### src/rtl/jam_pkg.sv
// Shared types and helpers for the exhaustive job-assignment search engine.
// Holds the FSM state encoding, search-mode constants and the factorial used for sizing checks.
package jam_pkg;

  typedef enum logic [1:0] {
    IDLE = 2'd0,
    RD   = 2'd1,
    NEXT = 2'd2,
    DONE = 2'd3
  } jam_state_e;

  localparam logic MODE_MIN = 1'b0;
  localparam logic MODE_MAX = 1'b1;

  function automatic longint unsigned factorial(input int n);
    longint unsigned f;
    f = 64'd1;
    for (int i = 2; i <= n; i++) begin
      f = f * 64'(i);
    end
    return f;
  endfunction

endpackage

### src/rtl/jam_next_perm.sv
// Combinational lexicographic next-permutation of N packed IW-bit job indices.
// Only constant (loop) indices are used, so the logic maps to plain compare/mux trees.
module jam_next_perm #(
  parameter int N  = 8,
  parameter int IW = 3
) (
  input  logic [N*IW-1:0] perm,
  output logic [N*IW-1:0] nxt,
  output logic            is_last
);

  logic          found;
  int            piv;
  int            succ;
  logic [IW-1:0] pval;
  logic [IW-1:0] sval;

  always_comb begin
    found = 1'b0;
    piv   = 0;
    pval  = '0;
    for (int i = 0; i < N - 1; i++) begin
      if (perm[i*IW +: IW] < perm[(i+1)*IW +: IW]) begin
        found = 1'b1;
        piv   = i;
        pval  = perm[i*IW +: IW];
      end
    end

    // The suffix right of the pivot is descending, so the rightmost larger
    // element is also the smallest larger one.
    succ = 0;
    sval = '0;
    for (int j = 0; j < N; j++) begin
      if ((j > piv) && (perm[j*IW +: IW] > pval)) begin
        succ = j;
        sval = perm[j*IW +: IW];
      end
    end

    nxt = perm;
    for (int k = 0; k < N; k++) begin
      if (k == piv) begin
        nxt[k*IW +: IW] = sval;
      end else if (k > piv) begin
        for (int m = 0; m < N; m++) begin
          if (m == N + piv - k) begin
            nxt[k*IW +: IW] = (m == succ) ? pval : perm[m*IW +: IW];
          end
        end
      end
    end

    if (!found) begin
      nxt = perm;
    end
    is_last = ~found;
  end

endmodule

### src/rtl/jam_perm_search.sv
// Exhaustive N-worker/N-job assignment search over a combinational cost ROM.
// Walks every permutation in lexicographic order and tracks best total, tie count and first optimum.
module jam_perm_search
  import jam_pkg::*;
#(
  parameter int N      = 8,
  parameter int COST_W = 7,
  parameter int CNT_W  = 16,
  parameter int IW     = (N <= 2) ? 1 : $clog2(N),
  parameter int SUM_W  = COST_W + $clog2(N) + 1
) (
  input  logic              CLK,
  input  logic              RST_N,
  input  logic              START,
  input  logic              MODE,
  output logic              BUSY,
  output logic [IW-1:0]     W,
  output logic [IW-1:0]     J,
  input  logic [COST_W-1:0] Cost,
  output logic              Valid,
  output logic [SUM_W-1:0]  MinCost,
  output logic [CNT_W-1:0]  MatchCount,
  output logic [N*IW-1:0]   BestPerm,
  output logic [1:0]        StateDbg
);

  // Handshake: START is a level request sampled only in IDLE; BUSY is high from
  // the next cycle through DONE; Valid is a one-cycle result pulse with no
  // back-pressure, and results hold until the next accepted START.

  if ((N < 2) || (N > 8) || (factorial(N) > ((64'd1 << CNT_W) - 64'd1))) begin : g_param_chk
    $error("jam_perm_search: N must be 2..8 and CNT_W must hold N!");
  end

  function automatic logic [N*IW-1:0] ident_perm();
    logic [N*IW-1:0] v;
    v = '0;
    for (int i = 0; i < N; i++) begin
      v[i*IW +: IW] = IW'(i);
    end
    return v;
  endfunction

  localparam logic [N*IW-1:0] IDENT = ident_perm();

  jam_state_e        state_q;
  jam_state_e        state_d;
  logic              mode_q;
  logic [IW-1:0]     w_q;
  logic [N*IW-1:0]   perm_q;
  logic [SUM_W-1:0]  acc_q;
  logic [SUM_W-1:0]  best_q;
  logic [CNT_W-1:0]  count_q;
  logic [N*IW-1:0]   bperm_q;

  logic [N*IW-1:0]   perm_nxt;
  logic              perm_is_last;
  logic              last_w;
  logic              better;
  logic              equal;
  logic [IW-1:0]     j_sel;

  jam_next_perm #(
    .N  (N),
    .IW (IW)
  ) u_next_perm (
    .perm    (perm_q),
    .nxt     (perm_nxt),
    .is_last (perm_is_last)
  );

  assign last_w = (w_q == IW'(N - 1));
  assign better = (mode_q == MODE_MAX) ? (acc_q > best_q) : (acc_q < best_q);
  assign equal  = (acc_q == best_q);

  always_comb begin
    j_sel = '0;
    for (int i = 0; i < N; i++) begin
      if (w_q == IW'(i)) begin
        j_sel = perm_q[i*IW +: IW];
      end
    end
  end

  // State register
  always_ff @(posedge CLK or negedge RST_N) begin
    if (!RST_N) begin
      state_q <= IDLE;
    end else begin
      state_q <= state_d;
    end
  end

  // Next-state logic
  always_comb begin
    state_d = state_q;
    case (state_q)
      IDLE:    if (START) state_d = RD;
      RD:      if (last_w) state_d = NEXT;
      NEXT:    state_d = perm_is_last ? DONE : RD;
      DONE:    state_d = IDLE;
      default: state_d = IDLE;
    endcase
  end

  // Output logic
  always_comb begin
    BUSY  = (state_q != IDLE);
    Valid = (state_q == DONE);
    W     = '0;
    J     = '0;
    if (state_q == RD) begin
      W = w_q;
      J = j_sel;
    end
  end

  // Datapath: worker counter, accumulator and best/count/first-optimum registers
  always_ff @(posedge CLK or negedge RST_N) begin
    if (!RST_N) begin
      mode_q  <= MODE_MIN;
      w_q     <= '0;
      perm_q  <= IDENT;
      acc_q   <= '0;
      best_q  <= '0;
      count_q <= '0;
      bperm_q <= '0;
    end else begin
      case (state_q)
        IDLE: begin
          if (START) begin
            mode_q  <= MODE;
            w_q     <= '0;
            perm_q  <= IDENT;
            acc_q   <= '0;
            best_q  <= (MODE == MODE_MIN) ? {SUM_W{1'b1}} : {SUM_W{1'b0}};
            count_q <= '0;
            // Identity as the starting optimum keeps BestPerm right when the
            // very first permutation only ties the initial max-mode best of 0.
            bperm_q <= IDENT;
          end
        end
        RD: begin
          acc_q <= acc_q + SUM_W'(Cost);
          w_q   <= last_w ? '0 : w_q + 1'b1;
        end
        NEXT: begin
          if (better) begin
            best_q  <= acc_q;
            count_q <= CNT_W'(1);
            bperm_q <= perm_q;
          end else if (equal) begin
            count_q <= count_q + 1'b1;
          end
          if (!perm_is_last) begin
            perm_q <= perm_nxt;
          end
          acc_q <= '0;
        end
        default: begin
        end
      endcase
    end
  end

  assign MinCost    = best_q;
  assign MatchCount = count_q;
  assign BestPerm   = bperm_q;
  assign StateDbg   = state_q;

endmodule

### config.mk
export PLATFORM = sky130hd
export DESIGN_NAME = jam_perm_search
export DESIGN_NICKNAME = d
export VERILOG_FILES = /design/src/rtl/jam_pkg.sv /design/src/rtl/jam_next_perm.sv /design/src/rtl/jam_perm_search.sv
export SDC_FILE = /design/constraint.sdc
export NUM_CORES = 1
export LEC_CHECK = 0
export ABC_AREA = 0
export BUFFER_PORTS_ARGS = -buffer_cell sky130_fd_sc_hd__buf_2
export CORE_MARGIN = 5
export CORE_UTILIZATION = 55
export DETAILED_ROUTE_END_ITERATION = 6
export HOLD_SLACK_MARGIN = 0.12
export PLACE_DENSITY_LB_ADDON = 0.25
export SYNTH_ARGS = -nofsm -noshare
export SYNTH_HDL_FRONTEND = slang
export SYNTH_HIERARCHICAL = 1
export SYNTH_SLANG_ARGS = --single-unit
### constraint.sdc
create_clock -name CLK -period 9 [get_ports CLK]
set_clock_uncertainty 0.1 [all_clocks]
set_input_delay 1.8 -clock CLK [delete_from_list [all_inputs] [get_ports CLK]]
set_output_delay 1.8 -clock CLK [all_outputs]
set_load 0.05 [all_outputs]
==> metrics, run 1 <==
Tot GR Track Use=0.3648; CTS max path bufs=2; CTS tree=done; Arrival @ worst endpoint=between 7000 and 8000 ps; DR vias=around 10000; synthesized area per cell=about 7.5 µm²; Iteration-0 DRC Markers=~1300; post-route cell area=~9900 µm²; antenna-violating nets left=0; Max stage delay on crit path=slightly above 800 ps; number of antenna violations at the first check in global routing=0; worst-path fanout max=14; Ant. Diodes=0; Max Clock Freq=roughly 130 MHz; routed vias/inst=a little over 7; Setup CP Type=flop to flop; die height=138.9 µm; Remaining Overflow, GRT=0; die width=138.9 µm; RSZ-0062 raised after global routing=false; setup slack after layout=1433 ps; post-synthesis cell count=~1200; synthesized area=9136 µm²; setup TNS=0 ps; Synth top area share=0.2191; Synth warnings=6; Initial Util=0.5549; hold buffer count at CTS=0; startpoint types=flop; M1 GR Usage=0.4527; Synth Flop Type=dfrtp_1; Slew Limit Fails=0; Hold WC Path Type=flop to flop; CP required=between 9000 and 10000 ps; min Tclk post-route=7567 ps; final hold violation count=0; GR peak layer=met2; worst slew pin tran=around 1300 ps; IO buf count=71; ys async rst share=1.000; distinct cell type count after synthesis=between 90 and 100; status=completed; crit path cell chain=inv_1 -> ha_1 -> a21oi_1 -> o21a_1 -> nor2_1 -> a221oi_1 -> inv_1 -> ha_1 -> nand2_1 -> a2bb2oi_1 -> o311ai_1 -> a311oi_1 -> nand2b_4 -> a221oi_1 -> nor3_1 -> o21ai_1 -> a22o_1 -> a222oi_1 -> nor3_1 -> a21oi_1; Layout Nets=1316; Synth area leaders=dfrtp_1 22%, ha_1 8.4%, nand2_1 7.0%, o21ai_0 4.6%, a21oi_1 4.5%; register bit total from synthesis=92; setup bufs post-CTS=0; Worst path slowest cell=a311oi_1; DRC=0; hold_ws=396.4 ps; crit end category=flop; global-route wire length before repair=about 56000 µm; largest net degree at the start of global routing=65; routability congestion estimate=approximately 1.1; leakage=4.252 nW; clk sinks=92; # IOs=roughly 70; pre-CTS setup slack=roughly 1900 ps; CTS H-Tree Depth=3; site row count=between 40 and 50; sequential-to-total area share from yosys stat=0.2536; routed len/inst=between 20 and 25 µm; maxcap violations=0; Clock Latency Late Sink=about 360 ps; DRT Wirelength=around 37000 µm; layout cells sized above 1=0.1322; TritonCTS Buffers=9; area delta synth->final=8.217%; post-synth top area cell=dfrtp_1; worst vdd ir=approximately 170 µV; DP Wirelength=approximately 27000 µm; syn nets=roughly 1300; Storage cell area=roughly 2300 µm²; met3 Track Usage GR=0.07276; met2 Resource Use GR=0.5891; drt pass-1 iters=6; slew margin rel.=0.1606; multi-input logic area=between 6000 and 7000 µm²; overall power=~0.0014 W; area of the die=slightly below 20000 µm²; Core ar.=approximately 16000 µm²; fill count=between 1500 and 2000; Placed Area=9594 µm²; # resized after CTS=0; Clock Root Buffer=clkbuf_16; Post-synth EDFFs=0; setup violators final=0; PwrDens=between 100 and 150 nW/µm²; fin crit share=0.8408; clock-pin slew on the worst setup and hold paths=70 ps; number of global-route vias before repair=~9800
==> flip-flops by register name (all words and copies together), names as in the netlist <==
signal / cells
acc_q: 11
BestPerm: 24
perm_q: 24
MinCost: 11
StateDbg: 2
MatchCount: 16
w_q: 3
mode_q: 1
==> area by class of cell <==
class                           count  area share
Timing Repair Buffer               89     0.04986
Sequential cell                    92      0.2344
Multi-Input combinational cell    982      0.6321
Clock inverter                      7    0.006834
Inverter                           69     0.02620
Tap cell                          220     0.02784
Clock buffer                        9     0.02278
==> worst paths after layout <==
check	startpoint	end	slack, ps	cells after the start
worst max-delay path	perm_q[23]	perm_q[14]	1430	20
worst min-delay path	BestPerm[2]	BestPerm[2]	400	2
worst max register to register	perm_q[23]	perm_q[14]	1430	20
worst min register to register	BestPerm[2]	BestPerm[2]	400	2
max in group asynchronous	RST_N	MatchCount[15]	6380	2
min in group asynchronous	RST_N	MinCost[1]	1250	1
==> Yosys cell counts (10+ instances only) <==
cell type	instances
dfstp_2	12
a31oi_1	17
nor4_1	18
a211oi_1	28
o311ai_0	10
ha_1	61
nor2_1	103
dfrtp_1	80
nor2b_1	11
mux2i_1	18
a21oi_1	82
o211ai_1	17
a221oi_1	11
clkbuf_1	56
or3_1	13
nand2_1	171
o21ai_1	12
o21ai_0	84
inv_1	68
nand3_1	65
nor3_1	46
o31ai_1	13
==> stage by stage <==
| step | std cells | util |
|---|---|---|
| floorplan | 1217 | - |
| global placement | 1452 | 0.5827 |
| detailed placement | 1452 | 0.5827 |
| CTS | 1468 | 0.6005 |
| global route | 1468 | 0.6005 |
| finish | 1468 | 0.6005 |
==> cell usage in the layout (no fill, tap or decap), drive strengths merged, types with 9 or more instances in the layout <==
master / n
nor2: 104
nor4: 22
nor2b: 12
a21oi: 82
ha: 61
clkbuf: 9
o21ai: 97
a211oi: 28
and2: 9
nand3: 66
a22o: 9
a22oi: 9
a31oi: 19
nor3: 48
nand2: 171
o31ai: 17
buf: 89
dfstp: 12
a21o: 9
a221oi: 11
inv: 73
o311ai: 12
mux2i: 18
dfrtp: 80
and3: 9
o211ai: 17
or3: 14
==> logic make-up (layout without fill, tap and decap cells) <==
kind of cell,after synthesis,count (layout),synth area share
simple gates,486,486,0.2575
fa+ha+maj,62,62,0.08573
compound gates,400,400,0.3022
buf+inv,143,174,0.06327
xor+xnor,8,8,0.007669
mux,26,26,0.02999
flops,92,92,0.2536
==> where the power goes <==
group          internal (W)  switching [W]  leakage, nW  total (W)
Sequential         0.000473      0.0000388         1.14   0.000512
Clock              0.000195       0.000185        0.142   0.000380
Combinational      0.000126       0.000338         2.97   0.000464
Total              0.000794       0.000561         4.25    0.00136
==> routing by layer <==
layer  vias to the layer above  share of wire
li1                       4584              -
met1                      4846           0.36
met2                       788           0.45
met3                       183           0.12
met4                         0          0.067
met5                         -              0
==> critical path: cells and delay by family, from the launching register on <==
family | cells | cell delay (ps)
compound gates | 11 | 4190
simple gates | 5 | 1250
fa+ha+maj | 2 | 700
flops | 1 | 640
buf+inv | 2 | 570
Power figures use the tool's default switching activity.
==> run 2: changes to the inputs <==
==> constraint.sdc (replaced) <==
create_clock -name CLK -period 6.5 [get_ports CLK]
set_clock_uncertainty 0.1 [all_clocks]
set_input_delay 1.3 -clock CLK [delete_from_list [all_inputs] [get_ports CLK]]
set_output_delay 1.3 -clock CLK [all_outputs]
set_load 0.05 [all_outputs]
==> metrics, run 2 (synthesized netlist as in run 1, its figures left out) <==
status=finished, violations left; failing checks=design-rule violations; worst hold start=BestPerm[16]; routed vias/inst=7.149 (+0.90%); clk sinks=92 (unchanged); RSZ-0062 raised after global routing=false; Critical R2R Launch=perm_q[20]; area of the die=19290 µm² (unchanged); final hold violation count=0 (unchanged); CTS tree=done; setup violators final=0 (unchanged); Net Switching=0.0008028 W (+43%); # IOs=72 (unchanged); setup bufs post-CTS=0 (unchanged); clock-pin slew on the worst setup and hold paths=80 ps (about the same); crit end category=flop; Core ar.=16470 µm² (unchanged); pre-CTS setup slack=300.8 ps (-1640 ps); Iteration-0 DRC Markers=1668 (+28%); routability congestion estimate=1.108 (-0.66%); TritonCTS Buffers=9 (unchanged); clock share of power=0.310 (+0.030); die width=138.9 µm (unchanged); global-route wire length before repair=61600 µm (+9.5%); GR peak layer=met2; drt pass-1 iters=7 (+1); commonest non-fill, non-tap cell in the layout=nand2_1; worst-path fanout max=5 (-9); area delta synth->final=14.13%; layout cells sized above 1=0.1766 (+0.04435); Max stage delay on crit path=630 ps (-190 ps); Clock Latency Late Sink=360 ps (about the same); number of antenna violations at the first check in global routing=0 (unchanged); die height=138.9 µm (unchanged); Pint=0.001174 W (+48%); maxcap violations=0 (unchanged); # resized after CTS=0 (unchanged); PwrDens=189.6 nW/µm² (+38%); Remaining Overflow, GRT=0 (unchanged); CTS max path bufs=2 (unchanged); CP Launch Point=perm_q[20]; Storage cell area=2317 µm² (unchanged); depth of the worst hold-timing path=2 (unchanged); Hold WC Path Type=flop to flop; met3 Track Usage GR=0.1003 (+0.02759); number of global-route vias before repair=10394 (+6.0%); worst vdd ir=230.1 µV (+39%); Clock Root Buffer=clkbuf_16; Initial Util=0.5549 (unchanged); DRC=12 (+12); routed len/inst=26.57 µm (+6.7%); CP required=6700 ps (-2480 ps); M1 GR Usage=0.4969 (+0.04418); worst slew pin tran=1270 ps (+19.79 ps); fill count=1436 (-8.0%); DR vias=10966 (+5.4%); Worst path slowest cell=mux2i_1; DRT Wirelength=40760 µm (+11%); crit path cell chain=inv_1 -> ha_1 -> nand2_1 -> o21ai_1 -> nor2_1 -> a221oi_2 -> inv_1 -> ha_1 -> nand3_1 -> o21ai_0 -> a311oi_1 -> o311ai_1 -> nand3_2 -> nor4_4 -> buf_4 -> mux2i_1 -> a211oi_1 -> o32a_1 -> o21ai_0 -> nand3_1 -> nand2_1; largest net degree at the start of global routing=59 (-9.2%); crit-path leading delay family=compound AO/OA/AOI/OAI gates; met2 Resource Use GR=0.6190 (+0.02992); setup slack after layout=340.7 ps (-1092 ps); setup TNS=0 ps (unchanged); slew margin rel.=0.1530 (-0.007596); hold buffer count at CTS=0 (unchanged); Reg power frac=0.360 (-0.017); Max Clock Freq=162.4 MHz (+23%); most used cells in the layout excluding fill and tap cells=171 x nand2_1, 102 x nor2_1, 85 x buf_4; Tot GR Track Use=0.4061 (+0.04127); fin crit share=0.9476 (+0.1068); CTS H-Tree Depth=3 (unchanged); DP Wirelength=29400 µm (+10%); logic gate share of total power=0.330 (-0.012); Slew Limit Fails=0 (unchanged); CP Depth=21 (+5.0%); startpoint types=flop; leakage=4.592 nW (+8.0%); site row count=47 (unchanged); Layout Nets=1382 (+5.0%); Arrival @ worst endpoint=6360 ps (-1380 ps); min Tclk post-route=6159 ps (-1408 ps); Setup CP Type=flop to flop; Ant. Diodes=0 (unchanged); sw frac=0.4061 (-0.007902); Worst R2R Path Depth=21 (+5.0%); IO buf count=71 (unchanged); multi-input logic area=6256 µm² (+0.10%); CP Buf/Inv Count=3 (+1); antenna-violating nets left=0 (unchanged)
## run 2: worst paths after layout
kind	endpoint	slack [ps]
max in group asynchronous	perm_q[2]	4300
hold / removal	BestPerm[16]	400
setup / recovery	perm_q[18]	340
min in group asynchronous	acc_q[2]	810
setup reg to reg	perm_q[18]	340
hold reg to reg	BestPerm[16]	400
## run 2: power by group through the flow
| stage | Clock [W] | Sequential, W | Combinational (W) |
|---|---|---|---|
| after floorplan | 0 | 0.000973 | 0.000223 |
| after global placement | 0 | 0.000716 | 0.000627 |
| after detailed placement | 0 | 0.000719 | 0.000647 |
| after CTS | 0.000618 | 0.000709 | 0.000652 |
| after global routing | 0.000644 | 0.000722 | 0.000698 |
| final | 0.000613 | 0.000711 | 0.000653 |
## run 2: stage by stage
step	instances	power [W]	instance area, µm²	hold WS, ps	util
after floorplan	1217	0.001196	9136	389.0	-
after global placement	1518	0.001343	10090	375.2	0.6128
after detailed placement	1518	0.001366	10090	382.9	0.6128
after CTS	1534	0.001979	10420	399.7	0.6329
after global routing	1534	0.002064	10430	425.9	0.6333
final	1534	0.001977	10430	399.2	0.6333
## run 2: layout make-up
class / count / share of cell area
tap: 220 / 0.02640
timing repair buffer: 155 / 0.09479
clock buffer: 9 / 0.02160
sequential: 92 / 0.2222
clock inverter: 7 / 0.01020
inverter: 69 / 0.02484
multi-input combinational: 982 / 0.6000
## run 2: metal layers
layer  wire length [µm]  part of all wire
met1              14810              0.36
met2              17280              0.42
met3               4903              0.12
met4               3770             0.092
met5                  0                 0
## run 2: worst register-to-register path: cells and delay by family (launching register included)
family / cells / cell delay, ps
multiplexers: 1 / 630
AO/OA/AOI/OAI: 8 / 2090
AND/OR/NAND/NOR: 7 / 1520
flip-flops: 1 / 530
buffers and inverters: 3 / 540
adder cells (fa/ha/maj): 2 / 670
